==> src/rtl/tdc_pkg.sv <==
// tdc_pkg: shared defaults, width helpers and the period-averager state type
// for the TDC thermometer decoder.
package tdc_pkg;

  localparam int N_STAGES_DEF = 64;
  localparam int AVG_LOG2_DEF = 3;

  // Position outputs must hold 0..N_STAGES, the top value being the sentinel.
  function automatic int pos_w(input int n_stages);
    return $clog2(n_stages + 1);
  endfunction

  // Absent-edge marker: one past the last valid stage index.
  function automatic int sentinel(input int n_stages);
    return n_stages;
  endfunction

  typedef enum logic [1:0] {
    IDLE  = 2'd0,
    ACQ   = 2'd1,
    TRACK = 2'd2
  } avg_state_e;

endpackage

==> src/rtl/tdc_decoder_if.sv <==
// tdc_decoder_if: sample input and decoded result bundle of the TDC decoder.
//   sample_en/therm          : qualified thermometer word from the sampling flops
//   valid/rise_pos/fall_pos  : per-sample edge positions (sentinel when absent)
//   no_rise/no_fall/bubble   : per-sample flags
//   period_avg/period_valid  : running DCO period average in delay stages
// master = sample source, slave = decoder.
interface tdc_decoder_if #(parameter int N_STAGES = tdc_pkg::N_STAGES_DEF);
  localparam int POS_W = tdc_pkg::pos_w(N_STAGES);

  logic                sample_en;
  logic [N_STAGES-1:0] therm;
  logic                valid;
  logic [POS_W-1:0]    rise_pos;
  logic [POS_W-1:0]    fall_pos;
  logic                no_rise;
  logic                no_fall;
  logic                bubble;
  logic [POS_W:0]      period_avg;
  logic                period_valid;

  modport master (
    output sample_en, therm,
    input  valid, rise_pos, fall_pos, no_rise, no_fall, bubble,
           period_avg, period_valid
  );

  modport slave (
    input  sample_en, therm,
    output valid, rise_pos, fall_pos, no_rise, no_fall, bubble,
           period_avg, period_valid
  );
endinterface

==> src/rtl/tdc_edge_find.sv <==
// tdc_edge_find: priority scan for the lowest edge in a bubble-corrected
// thermometer vector.
//   b     : corrected vector, bit 0 nearest the delay-line input
//   pos   : index i of the first b[i-1]->b[i] edge of the selected polarity,
//           N when no such edge exists
//   found : edge present
// RISE=1 scans for 0->1, RISE=0 for 1->0.
module tdc_edge_find #(
  parameter int   N     = 64,
  parameter int   POS_W = 7,
  parameter logic RISE  = 1'b1
) (
  input  logic [N-1:0]     b,
  output logic [POS_W-1:0] pos,
  output logic             found
);

  logic [N-1:1] hit;

  for (genvar i = 1; i < N; i++) begin : g_hit
    assign hit[i] = RISE ? (~b[i-1] &  b[i]) : (b[i-1] & ~b[i]);
  end

  // Scanning downward leaves the lowest hit as the final assignment.
  always_comb begin
    pos   = POS_W'(N);
    found = 1'b0;
    for (int i = N-1; i >= 1; i--) begin
      if (hit[i]) begin
        pos   = POS_W'(i);
        found = 1'b1;
      end
    end
  end

endmodule

==> src/rtl/tdc_decoder.sv <==
// tdc_decoder: three-stage decoder for the TDC delay-line thermometer word.
//   stage 1 : capture therm on sample_en
//   stage 2 : 3-tap majority bubble correction, rise/fall priority scan
//   stage 3 : register results, form period sample p = 2*|fall-rise|
//   averager: accumulates 2**AVG_LOG2 usable samples, publishes the mean
// Ports: clk, rst (sync, active high), bus (tdc_decoder_if.slave).
module tdc_decoder
  import tdc_pkg::*;
#(
  parameter int N_STAGES = N_STAGES_DEF,
  parameter int AVG_LOG2 = AVG_LOG2_DEF
) (
  input  logic          clk,
  input  logic          rst,
  tdc_decoder_if.slave  bus
);

  localparam int POS_W  = pos_w(N_STAGES);
  localparam int P_W    = POS_W + 1;
  localparam int ACC_W  = P_W + AVG_LOG2;
  localparam int STAGES = 3;
  localparam logic [POS_W-1:0] SENT = POS_W'(sentinel(N_STAGES));

  logic [STAGES:1] vld_pipe;

  always_ff @(posedge clk) begin
    if (rst) vld_pipe <= '0;
    else     vld_pipe <= {vld_pipe[STAGES-1:1], bus.sample_en};
  end

  // ---- stage 1: capture
  logic [N_STAGES-1:0] t;

  always_ff @(posedge clk) begin
    if (bus.sample_en) t <= bus.therm;
  end

  // ---- stage 2: bubble correction and edge search
  logic [N_STAGES-1:0] b;
  logic [POS_W-1:0]    rise_c, fall_c;
  logic                rise_ok, fall_ok;

  // End stages have only one neighbour, so they pass through uncorrected.
  assign b[0]          = t[0];
  assign b[N_STAGES-1] = t[N_STAGES-1];
  for (genvar i = 1; i < N_STAGES-1; i++) begin : g_maj
    assign b[i] = (t[i-1] & t[i]) | (t[i] & t[i+1]) | (t[i-1] & t[i+1]);
  end

  tdc_edge_find #(.N(N_STAGES), .POS_W(POS_W), .RISE(1'b1)) u_rise (
    .b(b), .pos(rise_c), .found(rise_ok)
  );

  tdc_edge_find #(.N(N_STAGES), .POS_W(POS_W), .RISE(1'b0)) u_fall (
    .b(b), .pos(fall_c), .found(fall_ok)
  );

  logic [POS_W-1:0] s2_rise, s2_fall;
  logic             s2_rise_ok, s2_fall_ok, s2_bub;

  always_ff @(posedge clk) begin
    if (vld_pipe[1]) begin
      s2_rise    <= rise_c;
      s2_fall    <= fall_c;
      s2_rise_ok <= rise_ok;
      s2_fall_ok <= fall_ok;
      s2_bub     <= (b != t);
    end
  end

  // ---- stage 3: results and period sample
  logic [POS_W-1:0] diff;
  logic [POS_W-1:0] s3_rise, s3_fall;
  logic             s3_no_rise, s3_no_fall, s3_bub, s3_use;
  logic [P_W-1:0]   s3_p;

  assign diff = (s2_fall > s2_rise) ? (s2_fall - s2_rise) : (s2_rise - s2_fall);

  always_ff @(posedge clk) begin
    if (rst) begin
      s3_rise    <= SENT;
      s3_fall    <= SENT;
      s3_no_rise <= 1'b1;
      s3_no_fall <= 1'b1;
      s3_bub     <= 1'b0;
      s3_use     <= 1'b0;
      s3_p       <= '0;
    end else if (vld_pipe[2]) begin
      s3_rise    <= s2_rise;
      s3_fall    <= s2_fall;
      s3_no_rise <= ~s2_rise_ok;
      s3_no_fall <= ~s2_fall_ok;
      s3_bub     <= s2_bub;
      s3_use     <= s2_rise_ok & s2_fall_ok;
      s3_p       <= {diff, 1'b0};
    end
  end

  assign bus.valid    = vld_pipe[3];
  assign bus.rise_pos = s3_rise;
  assign bus.fall_pos = s3_fall;
  assign bus.no_rise  = s3_no_rise;
  assign bus.no_fall  = s3_no_fall;
  assign bus.bubble   = s3_bub;

  // ---- period averager
  avg_state_e          state, state_n;
  logic [ACC_W-1:0]    acc, acc_n, sum;
  logic [AVG_LOG2-1:0] cnt, cnt_n;
  logic [P_W-1:0]      avg, avg_n;
  logic                pv, pv_n;
  logic                take;

  always_ff @(posedge clk) begin
    if (rst) begin
      state <= IDLE;
      acc   <= '0;
      cnt   <= '0;
      avg   <= '0;
      pv    <= 1'b0;
    end else begin
      state <= state_n;
      acc   <= acc_n;
      cnt   <= cnt_n;
      avg   <= avg_n;
      pv    <= pv_n;
    end
  end

  assign take = vld_pipe[3] & s3_use;
  assign sum  = acc + ACC_W'(s3_p);

  always_comb begin
    state_n = state;
    acc_n   = acc;
    cnt_n   = cnt;
    avg_n   = avg;
    pv_n    = pv;
    unique case (state)
      IDLE:    if (vld_pipe[3]) state_n = ACQ;
      ACQ,
      TRACK:   ;
      default: state_n = IDLE;
    endcase
    // The very first usable sample is counted even while leaving IDLE.
    if (take) begin
      if (cnt == '1) begin
        avg_n   = sum[AVG_LOG2 +: P_W];
        acc_n   = '0;
        cnt_n   = '0;
        pv_n    = 1'b1;
        state_n = TRACK;
      end else begin
        acc_n = sum;
        cnt_n = cnt + 1'b1;
      end
    end
  end

  assign bus.period_avg   = avg;
  assign bus.period_valid = pv;

endmodule
==> src/flat_wrapper.sv <==
// flat-port wrapper written by rule: the top's interface ports become plain ports
module tdc_decoder_flat import tdc_pkg::*;
#(
  parameter int N_STAGES = N_STAGES_DEF,
  parameter int AVG_LOG2 = AVG_LOG2_DEF
)
  (clk, rst, bus_sample_en, bus_therm, bus_valid, bus_rise_pos, bus_fall_pos, bus_no_rise, bus_no_fall, bus_bubble, bus_period_avg, bus_period_valid);
  tdc_decoder_if #(.N_STAGES(N_STAGES)) bus_i ();
  input  logic clk;
  input  logic rst;
  input wire logic [$bits(bus_i.sample_en)-1:0] bus_sample_en;
  input wire logic [$bits(bus_i.therm)-1:0] bus_therm;
  output wire logic [$bits(bus_i.valid)-1:0] bus_valid;
  output wire logic [$bits(bus_i.rise_pos)-1:0] bus_rise_pos;
  output wire logic [$bits(bus_i.fall_pos)-1:0] bus_fall_pos;
  output wire logic [$bits(bus_i.no_rise)-1:0] bus_no_rise;
  output wire logic [$bits(bus_i.no_fall)-1:0] bus_no_fall;
  output wire logic [$bits(bus_i.bubble)-1:0] bus_bubble;
  output wire logic [$bits(bus_i.period_avg)-1:0] bus_period_avg;
  output wire logic [$bits(bus_i.period_valid)-1:0] bus_period_valid;
  assign bus_i.sample_en = bus_sample_en;
  assign bus_i.therm = bus_therm;
  assign bus_valid = bus_i.valid;
  assign bus_rise_pos = bus_i.rise_pos;
  assign bus_fall_pos = bus_i.fall_pos;
  assign bus_no_rise = bus_i.no_rise;
  assign bus_no_fall = bus_i.no_fall;
  assign bus_bubble = bus_i.bubble;
  assign bus_period_avg = bus_i.period_avg;
  assign bus_period_valid = bus_i.period_valid;
  tdc_decoder #(.N_STAGES(N_STAGES), .AVG_LOG2(AVG_LOG2)) u_core (.clk(clk), .rst(rst), .bus(bus_i));
endmodule
==> config.mk <==
export PLATFORM = sky130hd
export DESIGN_NAME = tdc_decoder_flat
export DESIGN_NICKNAME = d
export VERILOG_FILES = /design/src/rtl/tdc_pkg.sv /design/src/rtl/tdc_decoder_if.sv /design/src/rtl/tdc_edge_find.sv /design/src/rtl/tdc_decoder.sv /design/src/flat_wrapper.sv
export SDC_FILE = /design/constraint.sdc
export NUM_CORES = 1
export LEC_CHECK = 0
export BUFFER_PORTS_ARGS = -buffer_cell sky130_fd_sc_hd__buf_2
export CORE_MARGIN = 4
export CORE_UTILIZATION = 60
export DETAILED_ROUTE_END_ITERATION = 10
export PLACE_DENSITY = 0.91
export SLEW_MARGIN = 20
export SYNTH_ARGS = -nofsm -noshare
export SYNTH_HDL_FRONTEND = slang
export SYNTH_SLANG_ARGS = --single-unit
==> constraint.sdc <==
create_clock -name clk -period 3 [get_ports clk]
set_input_delay 0.45 -clock clk [delete_from_list [all_inputs] [get_ports clk]]
set_output_delay 0.45 -clock clk [all_outputs]
set_load 0.005 [all_outputs]
# Yosys cells after proc, flatten, opt, wreduce, memory -nomap -nowiden
# Cells that the tools add are included.
totals:
  elab_cells: 618
  output_inout_bits: 27
  ff_bits: 132
op_classes:
  eq_ne: 2
  magnitude_cmp: 1
  n_addsub: 4
  n_bitwise: 443
  mux: 129
  n_reduce_logical: 11
op_table:
  columns: ["op", "count"]
  rows:
  - ["$mux 6", 62]
  - ["$and 1x1->1", 253]
  - ["$mux 5", 32]
  - ["$or 1x1->1", 124]
  - ["$reduce_or 62->1", 2]
  - ["$not 1->1", 66]
  - ["$mux 4", 16]
  - ["$ne 62x62->1", 1]
  - ["$reduce_or 31->1", 2]
  - ["$reduce_or 15->1", 2]
  - ["$mux 3", 9]
  - ["$mux 7", 3]
  - ["$reduce_or 7->1", 2]
  - ["$sub 7x7->7", 2]
  - ["$add 11x8->11", 1]
  - ["$mux 11", 1]
  - ["$mux 2", 4]
  - ["$gt 7x7->1", 1]
  - ["$reduce_or 3->1", 2]
  - ["$add 3x1->3 const B", 1]
  - ["$eq 3x3->1 const B", 1]
  - ["$mux 1", 2]
  - ["$reduce_and 2->1", 1]

# Longest topological paths before layout
logic_depth:
  ltp_word: 67
  ltp_mapped: 10

# Hierarchy
# From an unflattened synthesis, not the netlist that was laid out.
unflattened:
  cells_unflattened: 1078
  area_unflattened_um2: 9486.6
modules_own_cells:
  columns: ["module", "area_each_um2", "cells_per_inst", "instances"]
  rows:
  - ["tdc_decoder", 6827.8, 634, 1]
  - ["tdc_edge_find at u_core.u_rise", 1342.5, 221, 1]
  - ["tdc_edge_find at u_core.u_fall", 1316.3, 223, 1]

# Worst setup path before layout
# OpenSTA, ideal clock, no wires.
synth_path:
  kind: "flip-flop to flip-flop"
  start: "reg u_core.s2_fall[1]"
  end: "reg u_core.s3_p[7]"
  t_required_ns: 2.872
  n_path_buf: 0
  path_stages_with_launch: 10
  setup_time_ns: 0.128
  arrival_time_ns: 2.153
  period_less_slack_ns: 2.281
  setup_slack_ns: 0.719
  path_cell_list: "edfxtp_1 -> inv_1 -> ha_1 -> nor2b_1 -> o31a_1 -> o221ai_1 -> a21oi_2 -> o311ai_1 -> o32a_1 -> o211ai_1"
synth_between:
  elab_chain_cells: 2
synth_rtl:
  columns: ["element", "line", "rtl"]
  rows:
  - ["from (decl)", "tdc_decoder.sv:58", "logic [POS_W-1:0] s2_rise, s2_fall;"]
  - ["from (signal assigned)", "tdc_decoder.sv:64", "s2_fall <= fall_c;"]
  - ["$sub 7x7->7 / $gt 7x7->1 (equally long branches)", "tdc_decoder.sv:77", "assign diff = (s2_fall > s2_rise) ? (s2_fall - s2_rise) : (s2_rise - s2_fall);"]
  - ["$mux 7 (*)", "tdc_decoder.sv:77", null]
  - ["to (signal assigned)", "tdc_decoder.sv:95", "s3_p <= {diff, 1'b0};"]
  - ["to (decl)", "tdc_decoder.sv:75", "logic [P_W-1:0] s3_p;"]
# Mark *: on every way between the ends. The rest lies on a longest branch, timed or not.
# A chain may end at the register's enable or synchronous reset.

# Worst setup path in the final report
# Same ends and word-level chain as after synthesis.

==> parameters.txt <==
Parameter                              Value

Global route
  GR Util All Layers    29.4%
  Maximum number of pins on one net before global-route repair    40
  Final global-route overflow total    0
  Number of global-route vias before repair    9016
  Global-route wire length before repair    47.0 mm
  Number of antenna violations at the first check in global routing    0

Finish
  Filler Cell Count    1329
  # nets final    1389
  Layout-stage area growth over the synthesis result    9.62%
  Layout cell share with drive strength beyond 1    12.4%
  Final design instance area without fill    0.0115 mm2
  Number of antenna diodes    0

Timing
  Worst-case setup margin in the final layout    0.230 ns
  Crit path time final    2.77 ns
  Final worst-path cycle share    92.3%
  Max-slew headroom at the worst pin    43.1%
  Setup repair after global routing missed its margin    false
  Final Max Tran Viols    0
  Fmax achieved    361 MHz
  Clock tree skew after final layout    0.0137 ns
  Number of endpoints failing setup at the final stage    0
  Number of hold violations in the final report    0
  Total negative slack    0 ns
  Post-Route Hold Slack    0.177 ns
  Least-Margin Pin Slew    0.850 ns

Setup path
  Type of destination of the critical path    flop
  Logic depth of the worst register-to-register path    9
  Startpoint types    flop
  Worst-path maximum fanout    6
  Path type of the worst setup path    reg2reg
  Worst Path Required    3.32 ns
  Arrival time at the worst endpoint    3.09 ns

Run status
  Result of the run    completed

Drt
  Initial DRC Count    1511
  Via Count    10200
  Antenna violation net count after detailed routing    0
  Routed Wire Length    30.0 mm
  Router iterations before antenna repair    6
  Number of DRC violations after detailed routing    0
  Avg WL per Cell    19.5 um
  Detail-routed via count per cell    6.64

Floorplanning
  Core region area    0.0172 mm2
  Die outline area    0.0197 mm2
  I/O pin total    94
  Row count    48
  Die boundary width    140 um
  Die Height    140 um
  Initial standard-cell utilization of the core    61.1%

Pwr
  Pleak    4.45 nW
  Fraction of power consumed by combinational cells    28.0%
  Highest ir drop seen on vdd    0.464 mV
  Power density cells    541 mW/mm2
  Switching power of the nets    2.22 mW
  Switching share of power    35.6%
  Cell internal pwr    4.02 mW
  Portion of total power attributed to the clock network    34.3%
  Flop pwr share    37.7%

Logic synthesis
  Most numerous cell types in the synthesized netlist    134 x sky130_fd_sc_hd__nor2_1, 82 x sky130_fd_sc_hd__nand2_1, 81 x sky130_fd_sc_hd__edfxtp_1
  Post-synthesis sequential area ratio    32.6%
  Combinational family with the most area after synthesis    compound AO/OA/AOI/OAI gates
  Post-synthesis share of cell area spent on and, or, nand and nor gates    25.0%
  Area fraction in compound gates after synthesis    25.1%
  YS warnings    0
  Xor/xnor cell area share of the yosys netlist    5.30%
  Number of distinct library cells after synthesis    93
  Arithmetic-cell share of the synthesized area counting full adders, half adders and majority gates    3.19%
  Mapped Cells    1258
  Mean cell area of the mapped netlist    8.37 um2
  Synth async-reset ratio    0%
  Library cell occupying the most area in the post-synthesis netlist    sky130_fd_sc_hd__edfxtp_1
  Flops & latches, synth    131
  Leading cell type by number of instances after synthesis    sky130_fd_sc_hd__nor2_1
  Nets in the synthesized netlist    1350
  Area share of the largest cell type after synthesis    23.1%
  Summed instance area of the synthesized netlist    0.0105 mm2
  Multiplexer share of the synthesized area    2.09%
  Cell types occupying the most area after synthesis    sky130_fd_sc_hd__edfxtp_1 23%, sky130_fd_sc_hd__dfxtp_1 9.5%, sky130_fd_sc_hd__nor2_1 4.8%
  Commonest register cell after synthesis    sky130_fd_sc_hd__edfxtp_1
  Count of flip-flops with a built-in enable after synthesis    81

Clock tree
  Setup Buffers After CTS    0
  Clock tree from TritonCTS    yes
  Cts-stage hold buffer count    0
  Post-cts sizing count    0
  Maximum count of clock buffers along a single path    2
  Clock net sink count    131
  Clock slew seen by the registers of the worst setup and hold paths    0.07 ns
  Clock latency on the worst-skew pair    0.44 ns
  Number of buffers added by the clock tree synthesis step    17
  Root buffer cell    sky130_fd_sc_hd__clkbuf_16
  # H-tree levels    4

Min path
  Kind of path behind the tightest hold check    in2reg
  Depth of the worst hold-timing path    1

Placement
  Post-placement worst setup slack    0.320 ns
  Count of port buffers added during placement    93
  Routability-driven placement congestion ratio    1.04
  Cell area after placement    0.0109 mm2
  DP HPWL    22.3 mm

Run
  Max Cap Viol    0
-- metrics by stage --
step                cells  power (mW)  utilization [%]
global route         1535        6.50             66.9
finish               1535        6.24             66.9
detailed placement   1503        4.06             63.4
floorplan            1258        3.58                -
CTS                  1535        6.19             66.9
global placement     1503        4.05             63.4
-- final timing paths --
path                                                       startpoint                                     to  slack [ns]
worst max-delay path                  u_core.s2_fall[1]$_SDFFCE_PP0P_            u_core.s3_p[7]$_SDFFE_PP0P_        0.23
worst min-delay path                                    bus_therm[56]                 u_core.t[56]$_DFFE_PP_        0.18
worst max register to register        u_core.s2_fall[1]$_SDFFCE_PP0P_            u_core.s3_p[7]$_SDFFE_PP0P_        0.23
worst min register to register  u_core.bus.period_avg[1]$_SDFFE_PP0P_  u_core.bus.period_avg[1]$_SDFFE_PP0P_        0.45
-- cell type report --
cell class	instances	area [um2]	share of cell area [%]
Clock buffer	21	504	4.37
Clock inverter	11	101	0.879
Inverter	68	255	2.21
Multi-Input combinational cell	973	6380	55.3
Sequential cell	131	3430	29.8
Tap cell	225	282	2.44
Timing Repair Buffer	106	576	4.99
-- layer usage --
metal / part of all wire (%) / track usage, % / vias to the layer above
li1: - / - / 4777
met1: 42 / 40.2 / 4697
met5: 0 / 0 / -
met2: 45 / 45.4 / 603
met3: 8.8 / 4.85 / 111
met4: 4.8 / 14.7 / 0
-- layout by cell type, fill, tap and decap left out, drive strengths merged, types with 6 or more instances in the layout --
cell	n
a211o	7
a211oi	31
a21oi	74
a221oi	10
a22oi	20
a2bb2oi	7
a311oi	8
a31oi	8
a32oi	10
and2	8
buf	106
clkbuf	21
clkinv	6
dfxtp	50
edfxtp	81
ha	22
inv	73
mux2i	22
nand2	82
nand2b	55
nand3	40
nand3b	12
nand4	8
nor2	135
nor2b	46
nor3	35
nor4	8
nor4bb	19
o211ai	14
o21a	8
o21ai	55
o22ai	35
o31ai	7
o32ai	12
or4bb	6
xnor2	28
xor2	34
-- cell families after synthesis --
| kind of cell | count (synthesis) |
|---|---|
| adder cells (fa/ha/maj) | 25 |
| buffers and inverters | 154 |
| AND/OR/NAND/NOR | 492 |
| multiplexers | 22 |
| AO/OA/AOI/OAI | 372 |
| flip-flops | 131 |
| XOR/XNOR | 62 |
-- sequential cells by signal (all words and copies together) (netlist names), 3 cells and up --
name / cells
u_core.bus.period_avg: 8
u_core.t: 64
u_core.s2_rise: 7
u_core.bus.fall_pos: 7
u_core.cnt: 3
u_core.bus.rise_pos: 7
u_core.s2_fall: 7
u_core.acc: 10
u_core.s3_p: 7
u_core.vld_pipe: 3
-- critical path: stages (launching register included) --
cell and delay [ns]:
sky130_fd_sc_hd__edfxtp_1 0.47, sky130_fd_sc_hd__inv_1 0.12, sky130_fd_sc_hd__ha_1 0.34, sky130_fd_sc_hd__nor2b_1 0.15, sky130_fd_sc_hd__o31a_1 0.27, sky130_fd_sc_hd__o221ai_1 0.32
sky130_fd_sc_hd__a21oi_2 0.20, sky130_fd_sc_hd__o311ai_1 0.49, sky130_fd_sc_hd__o32a_1 0.21, sky130_fd_sc_hd__o211ai_1 0.08
-- power by group through the flow --
stage          clock [mW]  combinational, mW  sequential (mW)
2_1_floorplan           0               1.41             2.17
3_3_place_gp            0               1.68             2.37
3_5_place_dp            0               1.68             2.38
4_1_cts              2.15               1.70             2.34
5_1_grt              2.23               1.88             2.38
6_report             2.14               1.75             2.35
Power figures use the tool's default switching activity.
